--- src/rtl/fifo_param.sv ---
// Parametrised ENA/RDY method-interface FIFO with flush,
// occupancy output and programmable almost-full flag.
module fifo_param #(
  parameter int WIDTH        = 96,
  parameter int DEPTH        = 4,
  parameter int AFULL_THRESH = DEPTH - 1,
  parameter int CW           = $clog2(DEPTH + 1)
) (
  input  logic             CLK,
  input  logic             RST,
  input  logic             in_enq__ENA,
  input  logic [WIDTH-1:0] in_enq_v,
  output logic             in_enq__RDY,
  input  logic             out_deq__ENA,
  output logic             out_deq__RDY,
  output logic [WIDTH-1:0] out_first,
  output logic             out_first__RDY,
  input  logic             clear__ENA,
  output logic             clear__RDY,
  output logic [CW-1:0]    count,
  output logic             almost_full
);

  localparam int IW = (DEPTH > 1) ? $clog2(DEPTH) : 1;
  localparam logic [IW-1:0] LAST = IW'(DEPTH - 1);

  logic [WIDTH-1:0] storage [DEPTH];
  logic [IW-1:0]    rindex;
  logic [IW-1:0]    windex;
  logic             enq_fire;
  logic             deq_fire;
  logic [IW-1:0]    rindex_nxt;
  logic [IW-1:0]    windex_nxt;

  assign in_enq__RDY    = (count != CW'(DEPTH));
  assign out_deq__RDY   = (count != '0);
  assign out_first__RDY = out_deq__RDY;
  assign out_first      = storage[rindex];
  assign clear__RDY     = 1'b1;
  assign almost_full    = (count >= CW'(AFULL_THRESH));

  assign enq_fire = in_enq__ENA & in_enq__RDY & ~clear__ENA;
  assign deq_fire = out_deq__ENA & out_deq__RDY & ~clear__ENA;

  // explicit wrap so non-power-of-2 depths work
  assign windex_nxt = (windex == LAST) ? '0 : windex + 1'b1;
  assign rindex_nxt = (rindex == LAST) ? '0 : rindex + 1'b1;

  always_ff @(posedge CLK) begin
    if (RST) begin
      rindex <= '0;
      windex <= '0;
      count  <= '0;
    end else if (clear__ENA) begin
      rindex <= '0;
      windex <= '0;
      count  <= '0;
    end else begin
      if (enq_fire)
        windex <= windex_nxt;
      if (deq_fire)
        rindex <= rindex_nxt;
      if (enq_fire && !deq_fire)
        count <= count + 1'b1;
      else if (deq_fire && !enq_fire)
        count <= count - 1'b1;
    end
  end

  always_ff @(posedge CLK) begin
    if (enq_fire && !RST)
      storage[windex] <= in_enq_v;
  end

endmodule

--- config.mk ---
export PLATFORM = sky130hd
export DESIGN_NAME = fifo_param
export DESIGN_NICKNAME = d
export VERILOG_FILES = /design/src/rtl/fifo_param.sv
export SDC_FILE = /design/constraint.sdc
export NUM_CORES = 1
export LEC_CHECK = 0
export BUFFER_PORTS_ARGS = -buffer_cell sky130_fd_sc_hd__buf_2
export CELL_PAD_IN_SITES_DETAIL_PLACEMENT = 1
export CELL_PAD_IN_SITES_GLOBAL_PLACEMENT = 1
export CORE_MARGIN = 4
export CORE_UTILIZATION = 41
export CTS_BUF_LIST = sky130_fd_sc_hd__clkbuf_16
export CTS_CLUSTER_SIZE = 40
export DETAILED_ROUTE_END_ITERATION = 8
export PLACE_DENSITY_LB_ADDON = 0.1
export SYNTH_ARGS = -nofsm -noshare
export SYNTH_HDL_FRONTEND = slang
export SYNTH_SLANG_ARGS = --single-unit
export TNS_END_PERCENT = 30
--- constraint.sdc ---
create_clock -name CLK -period 22.3 [get_ports CLK]
set_input_delay 1.115 -clock CLK [delete_from_list [all_inputs] [get_ports CLK]]
set_output_delay 1.115 -clock CLK [all_outputs]
set_load 0.02 [all_outputs]
Yosys cells after proc, flatten, opt, wreduce, memory -nomap -nowiden
Memory sizes are Yosys's and may differ from the RTL's. A register that Yosys moved wholly into a read port is not among the register bits.
Cells that the tools add are included.
W data, S select, Z words.
- RAM bits: 384
- bits in registers: 7
- input bits: 101
- output and inout port bits: 104
- word-level logic and storage cells: 34
- ROM bits: 0
- bits in latches: 0
- memories: 1
- memories (memory ; words ; width ; read ports ; clocked after memory_dff ; wr ports ; RTL line ; text):
    storage ; 4 ; 96 ; 1 ; 1 ; 1 ; 27 ; logic [WIDTH-1:0] storage [DEPTH];
- eq/ne operators: 3
- multiply operators: 0
- add/subtract/negate cells: 4
- $lt $le $gt $ge: 1
- div/mod/pow operators: 0
- reductions and logical operators: 9
- shift-type cells: 0
- bitwise logic cells: 5
- mux-type cells: 8
- operators by type and width (operator ; count):
    $mux W2 ; 4
    $mux W3 ; 2
    $add A2 B1 Y2 const B ; 2
    $and A1 B1 Y1 ; 4
    $eq A2 B2 Y1 const B ; 2
    $add A3 B1 Y3 const B ; 1
    $ge A3 B2 Y1 const B ; 1
    $logic_and A1 B1 Y1 ; 3
    $logic_not A1 Y1 ; 3
    $ne A3 B3 Y1 const B ; 1
    $reduce_bool A3 Y1 ; 1
    $sub A3 B1 Y3 const B ; 1
    $mux W1 ; 2
    $reduce_bool A2 Y1 ; 1
    $reduce_or A2 Y1 ; 1
    $not A1 Y1 ; 1

Logic depth before layout (Yosys ltp)
Gate-level depths: netlist of the first run.
- depth after elaboration: 7
- mapped depth: 9
- mapped depth without buffers: 9

Least setup slack after synthesis of the first run
No wires, ideal clock.
- path kind: in2reg
- start point: input clear__ENA
- end point: memory storage[0][0], enable pin
- required time: 21.612 ns
- arrival time: 8.441 ns
- setup slack: 13.171 ns
- setup time: 0.688 ns
- stages: 2
- cells stage by stage: nand3b_2 nor3b_1
- cells in the longest elaborated chain, start to end: 5
- RTL lines (what ; RTL line ; text):
    from (decl) ; 18 ; input logic clear__ENA,
    $not A1 Y1 ; 42 ; assign enq_fire = in_enq__ENA & in_enq__RDY & ~clear__ENA;
    $and A1 B1 Y1 ; 42 ;
    $logic_and A1 B1 Y1 ; 71 ; if (enq_fire && !RST)
    $mux W1 ; 71 ;
    $mux W1 (implied by the code) ; 72 ; storage[windex] <= in_enq_v;
    to (decl) ; 27 ;
No other way between the ends.

==> flow_summary.ini, run 1 <==
[critical_path]
regToRegSetupSlack_ns = 19.90
rr_worst_depth = 8
cp-start-kind = register
worst_path_largest_cell_delay_ns = 0.76
worstReg2RegStart = count[0]
slowest_stage = buf_4
r2r-end = count[2]
path_cells = buf_4 -> mux4_2 -> buf_2
crit_type = register to output pin
worst-path-max-fanout = 40
worst-path-buf-inv = 2
cp.depth = 3
cp_data_arrival_time_ns = 2.90
crit_required_ns = 21.19
cp-end-kind = output pin
crit_family = buffers and inverters

[detailed_routing]
drt-total-wl_mm = 29.39
via_per_inst = 5.171
ant_nets = 0
dr.pass1.iters = 5
drtIter0Drc = 359
remaining_drc_errors = 0
num_vias = 6609
wire_per_inst_um = 22.99

[timing]
timing.fmax_mhz = 248.8
finClkSkew_ns = 0.01999
tightest_slew_ns = 0.8874
setup_violations = 0
slew_headroom = 0.4084
hold_viol_final = 0
post-route-period-util = 0.1802
fin_hold_ws_ns = 0.4951
drv_slew = 0
tns_ns = 0
period_needed_ns = 4.020
rsz0062_at_grt = false

[synthesis]
ys.flop_type = edfxtp_1
synth_cell_types = 26
yosysTopAreaCell = edfxtp_1
netlist_area_mm2 = 0.01438
synth_edf_count = 384
yosys_register_bits = 393
netlist.area_leader.share = 0.8019
synth_cells = 558
seq_area_frac_synth = 0.8144
synthArstFlopShare = 0
synthTopCellsByArea = edfxtp_1 (80%), mux4_2 (15%), dfxtp_1 (1.3%)
syn_area_per_cell_um2 = 25.77
synth_fp_nets = 666
ys_warn_count = 0

[worst_hold_path]
hold_class = register to register
min_path_cells = 2
min_from = rindex[1]

[clock_network]
clk_pin_slew_worst_paths_ns = 0.06
cts_tree = done
cts_sinks = 393
clk_latency_ns = 0.53
numCtsBuffers = 42
post_cts_buffers = 0
cts_buffer_depth = 3
cts_resized = 0
root_buffer = clkbuf_16
htreeDepth = 2
hold_buffers = 0

[final_layout]
final_cell_mix = edfxtp_1 (384), buf_2 (203), mux4_2 (96), clkbuf_16 (45), inv_1 (16)
drive_above_1_share = 0.4489
mostFrequentLayoutCell = edfxtp_1
finalNetCount = 899
layout-area-overhead-vs-synth_pct = 19.41

[floorplan]
start_util = 0.4163
io_pins = 205
die-area_mm2 = 0.03813
die_w_um = 195.3
coreArea_mm2 = 0.03454
fp-row-count = 68
dieHeight_um = 195.3

[placement]
port_buffers = 203
place_congestion = 0.7325
dp.final_hpwl_mm = 17.70

[power_and_ir_drop]
power_leakage_nw = 5.728
total_power_mw = 1.509
p_per_area_mw_per_mm2 = 87.87
peakVddDrop_v = 0.00005218

[grt]
overflow = 0
first_global_vias = 7366
track_usage = 0.1538
grt_max_degree = 53
grt_antenna_before_repair = 6
grt_pass1_wl_mm = 45.09

[flow_run]
max-cap-violations = 0

[status]
run_status = finished, final reports clean
## layout make-up
class | count | area [um2]
fill | 3137 | 17370
sequential | 393 | 11720
multi-input combinational | 136 | 2490
clock buffer | 45 | 1126
timing repair buffer | 214 | 1099
tap | 455 | 569.3
clock inverter | 30 | 151.4
inverter | 4 | 15.01
antenna | 1 | 2.502
## power by group
group          internal (mW)  leakage (nW)  switching (mW)  total, mW
registers              0.818          3.54         0.00252      0.821
clock network          0.372         0.667           0.262      0.634
logic                 0.0211          1.52          0.0328     0.0539
total                   1.21          5.73           0.297       1.51
## per-stage QoR
step	setup WS, ns	cells	area, um2	util
after floorplan	13.17	558	14380	-
after global placement	18.70	1202	15890	0.4600
after detailed placement	18.68	1202	15890	0.4600
after CTS	18.08	1277	17170	0.4970
after global routing	18.00	1278	17170	0.4971
final	18.28	1278	17170	0.4971
## sequential cells by signal, summed over array words and instances (netlist names), named ones only
name and flops:
storage 384, rindex 2, windex 2, count 3
## Yosys cell counts, drive strengths merged (2+ instances only)
| library cell | n |
|---|---|
| edfxtp | 384 |
| nor3 | 2 |
| nor2 | 3 |
| dfxtp | 9 |
| xor2 | 2 |
| nor3b | 4 |
| or3 | 2 |
| inv | 4 |
| buf | 19 |
| nand2 | 8 |
| mux2i | 5 |
| mux4 | 96 |
| ha | 6 |
| clkbuf | 6 |
| nand3b | 2 |
## worst max-delay path by stage
stage / slack (ns) / start / end
after global routing: 18.00 / register / out_first[65]
final: 18.28 / register / out_first[13]
after floorplan: 13.17 / clear__ENA / storage[0][0]
after global placement: 18.70 / register / out_first[80]
after CTS: 18.08 / register / out_first[80]
after detailed placement: 18.68 / register / out_first[65]
## logic make-up (layout without fill, tap and decap cells)
family	after synthesis	in the layout	synth area share
flip-flops	393	393	0.8144
buffers and inverters	29	293	0.01383
other	1	2	0.0002608
multiplexers	101	101	0.1538
adder cells (fa/ha/maj)	7	7	0.006613
XOR/XNOR	2	2	0.001218
AND/OR/NAND/NOR	22	22	0.008440
AO/OA/AOI/OAI	3	3	0.001392
## worst register-to-register path: stages (launching register included)
cell and delay [ns]:
dfxtp_1 0.37, or3_1 0.40, nand3b_1 0.21, ha_1 0.24, inv_1 0.07, fa_1 0.39
xor2_1 0.16, or3_1 0.30, a21boi_0 0.18
## metal layers
| metal | GRT usage | wire (um) | vias up |
|---|---|---|---|
| met5 | 0 | 69 | - |
| li1 | - | - | 2861 |
| met3 | 0.04572 | 1950 | 49 |
| met1 | 0.2064 | 12280 | 3487 |
| met4 | 0.03776 | 495 | 10 |
| met2 | 0.2510 | 14590 | 202 |
Note: power is estimated with default switching activity, not from simulation.
==> inputs of run 2 (changes only) <==
==> constraint.sdc (replaced) <==
create_clock -name CLK -period 4.1 [get_ports CLK]
set_input_delay 0.205 -clock CLK [delete_from_list [all_inputs] [get_ports CLK]]
set_output_delay 0.205 -clock CLK [all_outputs]
set_load 0.02 [all_outputs]
==> run 2 against run 1 <==
Effect of this change: via count grew 4.4%; sequential share of layout area is 3.9 points lower; design area up 6.0%; sequential power grew to 5.4 times the previous value; combinational power increased to 7.0 times the previous value; non-clock buffer count rose by 99; register-to-register slack worse by 18 ns; global-route usage grew 0.31 points; clock-buffer cell count fell by 2; cell count up 7.5%; critical path type unchanged; largest cell class unchanged; largest power group unchanged.
==> flow_summary.ini, run 2 (synthesis gave the netlist of run 1 again) <==
[clock_network]
numCtsBuffers = 41
cts_resized = 0
htreeDepth = 2
cts_sinks = 393
root_buffer = clkbuf_16
clk_pin_slew_worst_paths_ns = 0.06
cts_buffer_depth = 3
clk_latency_ns = 0.52
cts_tree = done

[timing]
finClkSkew_ns = 0.01058
drv_slew = 0
slew_headroom = 0.4321
worst_slack_ns = 1.549
setup_violations = 0
tightest_slew_ns = 0.8518
hold_viol_final = 0
fin_hold_ws_ns = 0.07106
post-route-period-util = 0.6222
tns_ns = 0
timing.fmax_mhz = 392.0
period_needed_ns = 2.551
rsz0062_at_grt = false

[status]
run_status = finished, final reports clean

[detailed_routing]
ant_nets = 0
wire_per_inst_um = 21.89
dr.pass1.iters = 4
drt-total-wl_mm = 30.07
drtIter0Drc = 392
remaining_drc_errors = 0
num_vias = 6903
via_per_inst = 5.024

[final_layout]
n_fill_cell = 3090
multiInputGateArea_mm2 = 0.002515
reg_top3 = storage x384, count x3
drive_above_1_share = 0.4026
final_core_util = 0.5271
regMostFlops = storage
fin_area_mm2 = 0.01821
register_area_mm2 = 0.01172
stdcell_count = 1374
largest_reg_flops = 384
mostFrequentLayoutCell = edfxtp_1
final_cell_mix = edfxtp_1 (384), buf_2 (203), dlygate4sd3_1 (97), mux4_2 (96), clkbuf_16 (43)
antenna_cells = 0
layout-area-overhead-vs-synth_pct = 26.61
finalNetCount = 997

[flow_run]
max-cap-violations = 0

[floorplan]
io_pins = 205
die-area_mm2 = 0.03813
fp-row-count = 68
dieHeight_um = 195.3
coreArea_mm2 = 0.03454
start_util = 0.4163
die_w_um = 195.3

[placement]
place_congestion = 0.7639
dpl-instance-area_mm2 = 0.01596
numPlacedInstances = 1204
dp.final_hpwl_mm = 17.94
dp_slack_ns = 1.678
port_buffers = 203

[power_and_ir_drop]
total_power_mw = 8.295
power_leakage_nw = 6.179
peakVddDrop_v = 0.0004303
p_per_area_mw_per_mm2 = 455.6

[critical_path]
crit_type = register to output pin
worst-path-buf-inv = 2
cp-end-kind = output pin
path_cells = buf_4 -> mux4_2 -> buf_2
slowest_stage = dfxtp_4
regToRegSetupSlack_ns = 1.66
worst-path-max-fanout = 37
cp-start-kind = register
r2r-end = count[2]
rr_worst_depth = 9
crit_family = flip-flops
worst_path_largest_cell_delay_ns = 0.77
crit_required_ns = 3.89
worstReg2RegStart = count[2]
cp_data_arrival_time_ns = 2.35

[grt]
grt_pass1_wl_mm = 46.22
overflow = 0
first_global_vias = 7860
grt_max_degree = 56
grt_antenna_before_repair = 1
track_usage = 0.1570

[worst_hold_path]
hold_end = count[0]
hold_class = input port to register
min_path_cells = 2
min_from = RST
## run 2: cell types whose count changed in the layout (fill, tap and decap cells not counted), sizes merged
cell	previous run	this run
clkinv	16	11
diode	1	0
inv	16	19
buf	214	216
clkbuf	45	43
dlygate4sd3	0	97
bufinv	1	3
## run 2: worst max path at each step
stage	start	endpoint	slack [ns]	cells past startpoint
after detailed placement	count[2]	count[2]	1.68	9
after global placement	count[0]	storage[3][84]	1.81	4
after CTS	register	out_first[93]	1.45	3
after global routing	register	out_first[34]	1.43	3
final	register	out_first[41]	1.55	3
after floorplan	count[0]	storage[0][0]	-1.23	3
## run 2: routing by layer
layer  track usage  wire (um)  up-vias
met5             0          7        -
met3       0.03916       1815       46
met1        0.1965      12030     3631
li1              -          -     3045
met4       0.03827        582        2
met2        0.2770      15640      179
## run 2: area by class of cell
cell class | instances | share of cell area
Sequential cell | 393 | 0.6437
Inverter | 4 | 0.0008247
Clock buffer | 43 | 0.05910
Timing Repair Buffer | 313 | 0.1159
Clock inverter | 30 | 0.01113
Tap cell | 455 | 0.03127
Multi-Input combinational cell | 136 | 0.1381
## run 2: repair_timing
item                      CTS  global route
hold endpoints to repair  386             0
hold buffers               97             0
buffers inserted            0             0
## run 2: power by group
group | total [mW] | leakage, nW | switching, mW | internal [mW]
sequential | 4.46 | 3.54 | 0.0121 | 4.45
clock | 3.45 | 0.673 | 1.39 | 2.07
combinational | 0.378 | 1.96 | 0.200 | 0.177
==> inputs of run 3 (changes only) <==
==> constraint.sdc (replaced) <==
create_clock -name CLK -period 2.05 [get_ports CLK]
set_input_delay 0.1025 -clock CLK [delete_from_list [all_inputs] [get_ports CLK]]
set_output_delay 0.1025 -clock CLK [all_outputs]
set_load 0.02 [all_outputs]
==> run 3 against run 2 <==
Effect of this change: the run now ends with negative setup slack left; flip-flop and latch count did not move; critical path depth increased by 5; non-clock buffer count rose by 49; clock power grew 120%; largest cell class unchanged; routed wire length increased by 5.3%; sequential power increased by 100%.
==> flow_summary.ini, run 3 (synthesis gave the netlist of run 1 again) <==
[placement]
dpl-instance-area_mm2 = 0.01644
port_buffers = 203
place_congestion = 0.7366
dp.final_hpwl_mm = 19.95

[power_and_ir_drop]
p_int_mw = 13.89
p_per_area_mw_per_mm2 = 896.0
power_leakage_nw = 6.602
combinationalPowerShare = 0.051
seqPwrFrac = 0.517
p_clk_frac = 0.432
p_switching_mw = 3.351
peakVddDrop_v = 0.0009163
switching_share = 0.1944

[floorplan]
start_util = 0.4163
fp-row-count = 68
io_pins = 205
die_w_um = 195.3
die-area_mm2 = 0.03813
dieHeight_um = 195.3
coreArea_mm2 = 0.03454

[final_layout]
fin_area_mm2 = 0.01924
largest_reg_flops = 384
reg_top3 = storage x384, count x3
finalNetCount = 1046
layout-area-overhead-vs-synth_pct = 33.79
regMostFlops = storage
mostFrequentLayoutCell = edfxtp_1
drive_above_1_share = 0.4546
final_cell_mix = edfxtp_1 (384), buf_2 (168), dlygate4sd3_1 (98), mux4_2 (96), clkbuf_16 (44)

[status]
run_status = finished with violations
violations = negative setup slack

[clock_network]
htreeDepth = 2
cts_tree = done
clk_latency_ns = 0.52
cts_buffer_depth = 3
cts_sinks = 393
numCtsBuffers = 41
root_buffer = clkbuf_16
clk_pin_slew_worst_paths_ns = 0.06

[timing]
tns_ns = -0.2675
setup_violations = 21
rsz0062_at_grt = true
hold_viol_final = 0
tightest_slew_ns = 0.6075
slew_headroom = 0.5935
worst_slack_ns = -0.07162
timing.fmax_mhz = 471.3
drv_slew = 0
period_needed_ns = 2.122
finClkSkew_ns = 0.01104
post-route-period-util = 1.035

[flow_run]
max-cap-violations = 0

[grt]
first_global_vias = 8169
grt_pass1_wl_mm = 48.71
overflow = 0
grt_antenna_before_repair = 4
track_usage = 0.1652
grt_max_degree = 53

[critical_path]
worst-path-max-fanout = 2
regToRegSetupSlack_ns = -0.07
crit_family = simple AND/OR/NAND/NOR gates
path_cells = or3_4 -> nand3b_1 -> ha_2 -> inv_2 -> fa_2 -> xor2_1 -> or3_1 -> a21boi_2
crit_type = register to register
slowest_stage = or3_4
worst-path-buf-inv = 1
worst_path_largest_cell_delay_ns = 0.39
cp-start-kind = register
cp-end-kind = register
cp_data_arrival_time_ns = 2.56
crit_required_ns = 2.49

[detailed_routing]
drtIter0Drc = 291
remaining_drc_errors = 0
drt-total-wl_mm = 31.65
dr.pass1.iters = 4
wire_per_inst_um = 22.20
ant_nets = 0
num_vias = 7105
via_per_inst = 4.982

[worst_hold_path]
hold_class = input port to register
## run 3: cell count changes in the layout (fill, tap and decap cells not counted), sizes merged
cell	change
buf	+47
bufinv	+3
clkbuf	+1
clkinv	+3
clkinvlp	+2
diode	+1
dlygate4sd3	+1
inv	-6
## run 3: worst paths after layout
kind	cells past startpoint	from	to
min	4	in_enq__ENA	windex[0]
max	8	count[0]	count[2]
max reg2reg	8	count[0]	count[2]
min reg2reg	2	rindex[1]	register
## run 3: layout make-up
cell class	count	area, um2
flip-flops and latches	393	11720
repair buffers	362	3002
well taps	455	569.3
inverters	4	15.01
clock buffers	43	1076
multi-input cells	136	2547
fillers	3056	15300
diodes	1	2.502
clock inverters	32	305.3
## run 3: power by group through the flow
stage	Combinational [mW]	Sequential [mW]	Clock, mW
floorplan	0.309	9.10	0
global placement	0.632	9.08	0
detailed placement	0.665	9.09	0
CTS	0.869	8.92	7.66
global route	0.940	8.92	8.01
finish	0.873	8.92	7.45
## run 3: routing by layer
layer	wire length, um	share of wire	GRT usage	vias up
met2	16760	0.53	0.2962	164
li1	-	-	-	3159
met3	1522	0.048	0.03554	49
met5	41	0.0013	0	-
met4	595	0.019	0.03982	6
met1	12730	0.40	0.2068	3727
## run 3: what timing repair did
action,4_1_cts,5_1_grt
hold buffers,98,0
pin swaps,3,2
cloned,0,1
buffers inserted,19,3
gates resized for setup,49,34
endpoints found under the setup margin,92,108
endpoints found under the hold margin,386,0
## run 3: worst register-to-register path, cell delays in order (launching register included)
cell      delay (ns)
dfxtp_2         0.32
or3_4           0.39
nand3b_1        0.14
ha_2            0.21
inv_2           0.04
fa_2            0.33
xor2_1          0.15
or3_1           0.33
a21boi_2        0.14
## run 3: through the flow
stage	hold WS (ns)	util	power [mW]	std cells	setup WS (ns)
6_report	0.1211	0.5570	17.24	1426	-0.07162
5_1_grt	0.1111	0.5570	17.87	1426	-0.1243
4_1_cts	0.1023	0.5531	17.45	1424	-0.1078
3_5_place_dp	0.3211	0.4761	9.757	1232	-0.1875
3_3_place_gp	0.3108	0.4761	9.716	1232	-0.01149
2_1_floorplan	0.1743	-	9.409	558	-1.729
